<file path="src/rtl/result_printer_pkg.sv">
// result_printer_pkg
// Shared definitions for the result printer:
//   state_e      - sequencer states of result_printer
//   ASCII_*      - byte codes for digit '0', carriage return and line feed
//   ndigits_for  - number of decimal digits needed to print any WIDTH-bit
//                  unsigned value (smallest d with 10^d > 2^width)
package result_printer_pkg;

   typedef enum logic [2:0] {
      ST_IDLE    = 3'd0,
      ST_CONVERT = 3'd1,
      ST_SKIP    = 3'd2,
      ST_SEND    = 3'd3,
      ST_GAP     = 3'd4
   } state_e;

   localparam logic [7:0] ASCII_ZERO = 8'h30;
   localparam logic [7:0] ASCII_CR   = 8'h0D;
   localparam logic [7:0] ASCII_LF   = 8'h0A;

   // floor(width * log10(2)) + 1, with log10(2) ~= 0.30103
   function automatic int ndigits_for(input int width);
      return (width * 30103) / 100000 + 1;
   endfunction

endpackage

</file>
<file path="src/rtl/bin2bcd_seq.sv">
// bin2bcd_seq
// Sequential double-dabble binary to BCD converter, one bit per cycle.
// Ports:
//   clk_i    - clock, rising edge
//   rst_ni   - synchronous active-low reset
//   start_i  - load value_i and clear the BCD register (ignored while busy)
//   value_i  - WIDTH-bit unsigned value to convert
//   busy_o   - conversion in progress (WIDTH cycles after start)
//   done_o   - high during the cycle whose clock edge performs the final
//              iteration; bcd_o is valid from the following cycle and is
//              held until the next start
//   bcd_o    - NDIGITS packed BCD digits, digit 0 in bits [3:0]
module bin2bcd_seq #(
   parameter int WIDTH   = 64,
   parameter int NDIGITS = 20
) (
   input  logic                   clk_i,
   input  logic                   rst_ni,
   input  logic                   start_i,
   input  logic [WIDTH-1:0]       value_i,
   output logic                   busy_o,
   output logic                   done_o,
   output logic [4*NDIGITS-1:0]   bcd_o
);

   localparam int CNT_W = $clog2(WIDTH + 1);

   logic [WIDTH-1:0]     bin_q;
   logic [WIDTH-1:0]     bin_d;
   logic [4*NDIGITS-1:0] bcd_q;
   logic [4*NDIGITS-1:0] bcd_d;
   logic [CNT_W-1:0]     cnt_q;
   logic                 busy_q;

   // One double-dabble step: add 3 to every digit >= 5, then shift the
   // whole BCD register left by one with the binary MSB entering bit 0.
   // The carry walks from digit to digit so the shift is done in place.
   always_comb begin
      logic [3:0] dig;
      logic       carry;
      bcd_d = '0;
      carry = bin_q[WIDTH-1];
      for (int i = 0; i < NDIGITS; i++) begin
         dig = bcd_q[4*i +: 4];
         if (dig >= 4'd5) begin
            dig = dig + 4'd3;
         end
         bcd_d[4*i +: 4] = {dig[2:0], carry};
         carry = dig[3];
      end
   end

   assign bin_d = bin_q << 1;

   always_ff @(posedge clk_i) begin
      if (!rst_ni) begin
         bin_q  <= '0;
         bcd_q  <= '0;
         cnt_q  <= '0;
         busy_q <= 1'b0;
      end else if (start_i && !busy_q) begin
         bin_q  <= value_i;
         bcd_q  <= '0;
         cnt_q  <= CNT_W'(WIDTH);
         busy_q <= 1'b1;
      end else if (busy_q) begin
         bin_q <= bin_d;
         bcd_q <= bcd_d;
         cnt_q <= cnt_q - 1'b1;
         if (cnt_q == CNT_W'(1)) begin
            busy_q <= 1'b0;
         end
      end
   end

   assign busy_o = busy_q;
   assign done_o = busy_q && (cnt_q == CNT_W'(1));
   assign bcd_o  = bcd_q;

endmodule

</file>
<file path="src/rtl/result_printer.sv">
// result_printer
// Prints an unsigned binary result as ASCII decimal plus a line terminator
// through a byte-wide UART transmitter, with leading zeros suppressed.
// Build option: define RESULT_PRINTER_CRLF_EN to terminate lines with
// CR LF (8'h0D 8'h0A); by default the terminator is LF (8'h0A) alone.
// Ports:
//   clk       - clock, rising edge
//   resetn    - synchronous active-low reset
//   in_data   - WIDTH-bit unsigned value to print
//   in_valid  - in_data is valid; taken only when in_ready is high
//   in_ready  - idle and able to accept a value
//   tx_data   - byte for the UART transmitter
//   tx_en     - single-cycle strobe, tx_data is sent
//   tx_busy   - UART transmitter is busy
//   done      - single-cycle pulse after the last terminator byte
// Handshake: a value is taken on a rising edge where in_valid and in_ready
// are both high; in_valid at any other time has no effect.
module result_printer
   import result_printer_pkg::*;
#(
   parameter int WIDTH   = 64,
   parameter int NDIGITS = 20
) (
   input  logic             clk,
   input  logic             resetn,
   input  logic [WIDTH-1:0] in_data,
   input  logic             in_valid,
   output logic             in_ready,
   output logic [7:0]       tx_data,
   output logic             tx_en,
   input  logic             tx_busy,
   output logic             done
);

   if (NDIGITS < ndigits_for(WIDTH)) begin : g_ndigits_check
      $error("result_printer: NDIGITS too small for WIDTH");
   end

   localparam int PTR_W = (NDIGITS > 1) ? $clog2(NDIGITS) : 1;
   localparam logic [PTR_W-1:0] PTR_TOP = PTR_W'(NDIGITS - 1);

`ifdef RESULT_PRINTER_CRLF_EN
   localparam logic       TERM_LAST  = 1'b1;
   localparam logic [7:0] TERM_FIRST = ASCII_CR;
`else
   localparam logic       TERM_LAST  = 1'b0;
   localparam logic [7:0] TERM_FIRST = ASCII_LF;
`endif

   state_e               state_q;
   logic [PTR_W-1:0]     ptr_q;
   logic                 in_term_q;   // digits finished, sending terminator
   logic                 term_q;      // index of terminator byte
   logic                 in_ready_q;
   logic                 tx_en_q;
   logic [7:0]           tx_data_q;
   logic                 done_q;

   logic                 accept;
   logic                 conv_busy;
   logic                 conv_done;
   logic [4*NDIGITS-1:0] bcd;
   logic [3:0]           cur_digit;
   logic [7:0]           next_byte;

   assign accept = (state_q == ST_IDLE) && in_valid && in_ready_q && !conv_busy;

   bin2bcd_seq #(
      .WIDTH   (WIDTH),
      .NDIGITS (NDIGITS)
   ) u_bin2bcd (
      .clk_i   (clk),
      .rst_ni  (resetn),
      .start_i (accept),
      .value_i (in_data),
      .busy_o  (conv_busy),
      .done_o  (conv_done),
      .bcd_o   (bcd)
   );

   assign cur_digit = bcd[{ptr_q, 2'b00} +: 4];

   always_comb begin
      next_byte = ASCII_LF;
      if (!in_term_q) begin
         next_byte = ASCII_ZERO + {4'h0, cur_digit};
      end else if (term_q != TERM_LAST) begin
         next_byte = TERM_FIRST;
      end
   end

   always_ff @(posedge clk) begin
      if (!resetn) begin
         state_q    <= ST_IDLE;
         ptr_q      <= PTR_TOP;
         in_term_q  <= 1'b0;
         term_q     <= 1'b0;
         in_ready_q <= 1'b0;
         tx_en_q    <= 1'b0;
         tx_data_q  <= 8'h00;
         done_q     <= 1'b0;
      end else begin
         tx_en_q <= 1'b0;
         done_q  <= 1'b0;
         case (state_q)
            ST_IDLE: begin
               in_ready_q <= 1'b1;
               if (accept) begin
                  in_ready_q <= 1'b0;
                  state_q    <= ST_CONVERT;
               end
            end
            ST_CONVERT: begin
               // conv_done marks the edge of the final iteration, so the
               // BCD digits are settled on the first SKIP cycle.
               if (conv_done) begin
                  state_q <= ST_SKIP;
                  ptr_q   <= PTR_TOP;
               end
            end
            ST_SKIP: begin
               // digit 0 is always printed, so a zero value prints "0"
               if ((cur_digit == 4'd0) && (ptr_q != '0)) begin
                  ptr_q <= ptr_q - 1'b1;
               end else begin
                  in_term_q <= 1'b0;
                  term_q    <= 1'b0;
                  state_q   <= ST_SEND;
               end
            end
            ST_SEND: begin
               if (!tx_busy) begin
                  tx_en_q   <= 1'b1;
                  tx_data_q <= next_byte;
                  state_q   <= ST_GAP;
               end
            end
            ST_GAP: begin
               // this cycle lets the UART register the strobe and raise busy
               if (!in_term_q) begin
                  if (ptr_q == '0) begin
                     in_term_q <= 1'b1;
                     term_q    <= 1'b0;
                  end else begin
                     ptr_q <= ptr_q - 1'b1;
                  end
                  state_q <= ST_SEND;
               end else if (term_q == TERM_LAST) begin
                  state_q    <= ST_IDLE;
                  done_q     <= 1'b1;
                  in_ready_q <= 1'b1;
               end else begin
                  term_q  <= 1'b1;
                  state_q <= ST_SEND;
               end
            end
            default: begin
               state_q <= ST_IDLE;
            end
         endcase
      end
   end

   assign in_ready = in_ready_q;
   assign tx_en    = tx_en_q;
   assign tx_data  = tx_data_q;
   assign done     = done_q;

endmodule

</file>
<file path="config.mk">
export PLATFORM = sky130hd
export DESIGN_NAME = result_printer
export DESIGN_NICKNAME = d
export VERILOG_FILES = /design/src/rtl/result_printer_pkg.sv /design/src/rtl/bin2bcd_seq.sv /design/src/rtl/result_printer.sv
export SDC_FILE = /design/constraint.sdc
export NUM_CORES = 1
export LEC_CHECK = 0
export BUFFER_PORTS_ARGS = -buffer_cell sky130_fd_sc_hd__buf_2
export CAP_MARGIN = 5
export CORE_ASPECT_RATIO = 1.75
export CORE_UTILIZATION = 55
export DETAILED_ROUTE_END_ITERATION = 8
export PLACE_DENSITY = 0.77
export RECOVER_POWER = 100
export SLEW_MARGIN = 40
export SYNTH_ARGS = -nofsm -noshare
export SYNTH_HDL_FRONTEND = slang
export SYNTH_SLANG_ARGS = --single-unit
export TNS_END_PERCENT = 50
</file>
<file path="constraint.sdc">
create_clock -name clk -period 2.2 [get_ports clk]
set_input_delay 0.44 -clock clk [delete_from_list [all_inputs] [get_ports clk]]
set_output_delay 0.44 -clock clk [all_outputs]
set_load 0.02 [all_outputs]
</file>
==> impl_metrics.json <==
{
  "setup.worst_path.class": "reg -> reg",
  "drive_gt1_share_pct": 16.3,
  "dp_slack_ns": -0.0959,
  "skew_ns": 0.0132,
  "finalSetupViolations": 3,
  "die_w_um": 100,
  "drc": 0,
  "core_um2": 16500,
  "wl_per_cell_um": 15.0,
  "seqCellArea_um2": 3390,
  "min_path_type": "in -> reg",
  "cts-root-buf": "clkbuf_16",
  "holdBufCountCts": 0,
  "finalMaxSlewViolations": 0,
  "violations": "setup timing",
  "portBuffers": 76,
  "use_met3_pct": 4.83,
  "clock_path_buffers": 2,
  "synthTopCellsByCount": "dfxtp_1, nand2_1, mux2i_1",
  "antenna_cells": 0,
  "syn_area_um2": 9330,
  "track_usage_pct": 23.9,
  "final.fill_count": 1328,
  "synth_edf_count": 0,
  "start_util_pct": 56.5,
  "yosysTopAreaCellShare_pct": 36.3,
  "synth_area_per_cell_um2": 8.57,
  "drv_cap": 0,
  "outcome": "complete, but fails checks",
  "period_needed_ns": 2.24,
  "grt_pass1_vias": 7385,
  "hpwl_um": 14200,
  "period_share_pct": 102,
  "vias": 7783,
  "cts_buffers": 17,
  "cts_tree": "yes",
  "insertion_delay_ns": 0.44,
  "grt_first_pass_wirelength_um": 33500,
  "yosysWarnings": 0,
  "vdd_drop_max_mv": 0.477,
  "htree_levels": 4,
  "r2r_slack_ns": -0.04,
  "drtPass1Iterations": 4,
  "finalPower_w": 0.00716,
  "hold_viol": 0,
  "gp_congestion": 0.882,
  "busiest_layer": "met2",
  "cp.required_ns": 2.52,
  "die_area_um2": 17500,
  "p_per_area_nw_per_um2": 658,
  "ys.flop_type": "dfxtp_1",
  "antenna_left": 0,
  "worstPathArrival_ns": 2.56,
  "drt_iter0_drc": 408,
  "grt_setup_unrepaired": "yes",
  "syn_inst": 1089,
  "core.rowCount": 62,
  "tightest_slew_ns": 0.687,
  "leakagePower_nw": 5.01,
  "grt_use_met1_pct": 23.8,
  "crit_path_end_kind": "flip-flop",
  "synth_top_area_cell": "dfxtp_1",
  "cp_max_fo": 4,
  "cts.sinks": 169,
  "vias_per_cell": 5.56,
  "synth_area_leaders": "dfxtp_1, mux2i_1, o211a_1",
  "final_net_count": 1275,
  "clock.fmax_mhz": 446,
  "synth_cell_types": 57,
  "io_pins": 79,
  "multi_input_area_um2": 5500,
  "area_delta_synth_final_pct": 16.5,
  "cts.clk_slew.worst_paths_ns": 0.07,
  "grt_max_degree": 128,
  "relSlewSlack_pct": 54.2,
  "yosysSeqAreaShare_pct": 36.3,
  "met2_usage_pct": 46.1,
  "yosysMostFrequentCell": "dfxtp_1",
  "fp.dieH_um": 174,
  "wl_um": 21100,
  "finalWorstSetupSlack_ns": -0.0414,
  "gr-total-overflow": 0,
  "antenna_found_initial": 0,
  "ys_ff_latch": 169,
  "cp-start-kind": "flip-flop",
  "async_flop_share_pct": 0
}
per-layer routing:
metal	wire length, um	share of wire (%)	vias to the layer above
met1	8050	38	3678
li1	-	-	3920
met2	11700	55	145
met5	0	0	-
met4	717	3.4	0
met3	616	2.9	40
registers in the layout (all words and copies together) (netlist names):
| name | flops |
|---|---|
| u_bin2bcd.bin_q | 64 |
| tx_data | 5 |
| u_bin2bcd.cnt_q | 7 |
| tx_en | 1 |
| u_bin2bcd.busy_o | 1 |
| state_q | 3 |
| ptr_q | 5 |
| done | 1 |
| in_term_q | 1 |
| in_ready | 1 |
| u_bin2bcd.bcd_o | 80 |
critical path, cell delays in order (launching register included):
cell	delay, ns
dfxtp_4	0.40
buf_12	0.12
mux4_2	0.51
o21ai_2	0.19
nand4_1	0.18
nor4_4	0.29
nor2_2	0.12
mux2_4	0.32
per-stage QoR:
step | utilization [%] | instances | setup TNS, ns | area, um2 | hold slack (ns)
after global placement | 61.2 | 1357 | -0.0772 | 10100 | 0.458
final | 65.8 | 1399 | -0.0943 | 10900 | 0.343
after CTS | 65.0 | 1390 | -0.000734 | 10700 | 0.335
after detailed placement | 61.2 | 1357 | -0.274 | 10100 | 0.462
after global routing | 65.8 | 1399 | -0.578 | 10900 | 0.347
after floorplan | - | 1090 | 0 | 9360 | 0.442
cells by family after synthesis:
kind of cell,after synthesis,share of synthesized area (%)
AOI/OAI and AO/OA,249,17.8
xor gates and xnor gates,46,4.32
adders and majority gates,44,5.90
buffers and inverters,121,5.55
DFF,169,36.3
muxes,121,13.6
other,1,0.0402
and+or+nand+nor,338,16.6
cells in the final DEF (no fill, tap or decap), types with 3 or more instances in the layout:
cell type / instances
inv_1: 44
a211oi_1: 3
nor2_1: 97
nand4_1: 3
mux2i_1: 111
nor2b_1: 8
xor2_1: 23
nand2_1: 128
a21oi_1: 89
o211a_1: 64
inv_6: 5
a22oi_1: 12
xnor2_1: 23
buf_2: 76
o211ai_1: 4
nand3_1: 26
and2_1: 3
dfxtp_1: 167
buf_4: 41
o31ai_1: 3
clkbuf_16: 17
nand2b_1: 23
nor3_1: 23
o21ai_0: 63
buf_12: 11
clkinvlp_4: 3
nor3b_1: 4
mux4_2: 4
mux2i_2: 3
ha_1: 44
report_power, final:
| part | internal [W] | total (W) | switching, W |
|---|---|---|---|
| registers | 0.00322 | 0.00331 | 0.0000948 |
| clock network | 0.00171 | 0.00301 | 0.00130 |
| logic | 0.000388 | 0.000833 | 0.000445 |
| total | 0.00532 | 0.00716 | 0.00184 |
what timing repair did:
item / CTS / global route
setup endpoints to repair: 4 / 7
pin swaps: 1 / 6
gates cloned: 1 / 0
setup buffers: 1 / 9
resized for setup: 2 / 12
endpoints found under the hold margin: 0 / 0
worst paths after layout:
path | from | to | depth (start not counted)
min reg2reg | u_bin2bcd.bin_q[29]$_SDFFE_PN0P_ | u_bin2bcd.bin_q[30]$_SDFFE_PN0P_ | 1
max reg2reg | ptr_q[0]$_SDFFE_PN1P_ | ptr_q[0]$_SDFFE_PN1P_ | 7
max | ptr_q[0]$_SDFFE_PN1P_ | ptr_q[0]$_SDFFE_PN1P_ | 7
min | in_data[36] | u_bin2bcd.bin_q[36]$_SDFFE_PN0P_ | 4
final cells by class:
| cell class | instances | share of cell area, % |
|---|---|---|
| clock inverters | 12 | 1.29 |
| multi-input cells | 800 | 50.6 |
| repair buffers | 130 | 8.71 |
| inverters | 45 | 1.60 |
| well taps | 224 | 2.58 |
| flip-flops and latches | 169 | 31.2 |
| clock buffers | 19 | 4.07 |
Power figures use the tool's default switching activity.
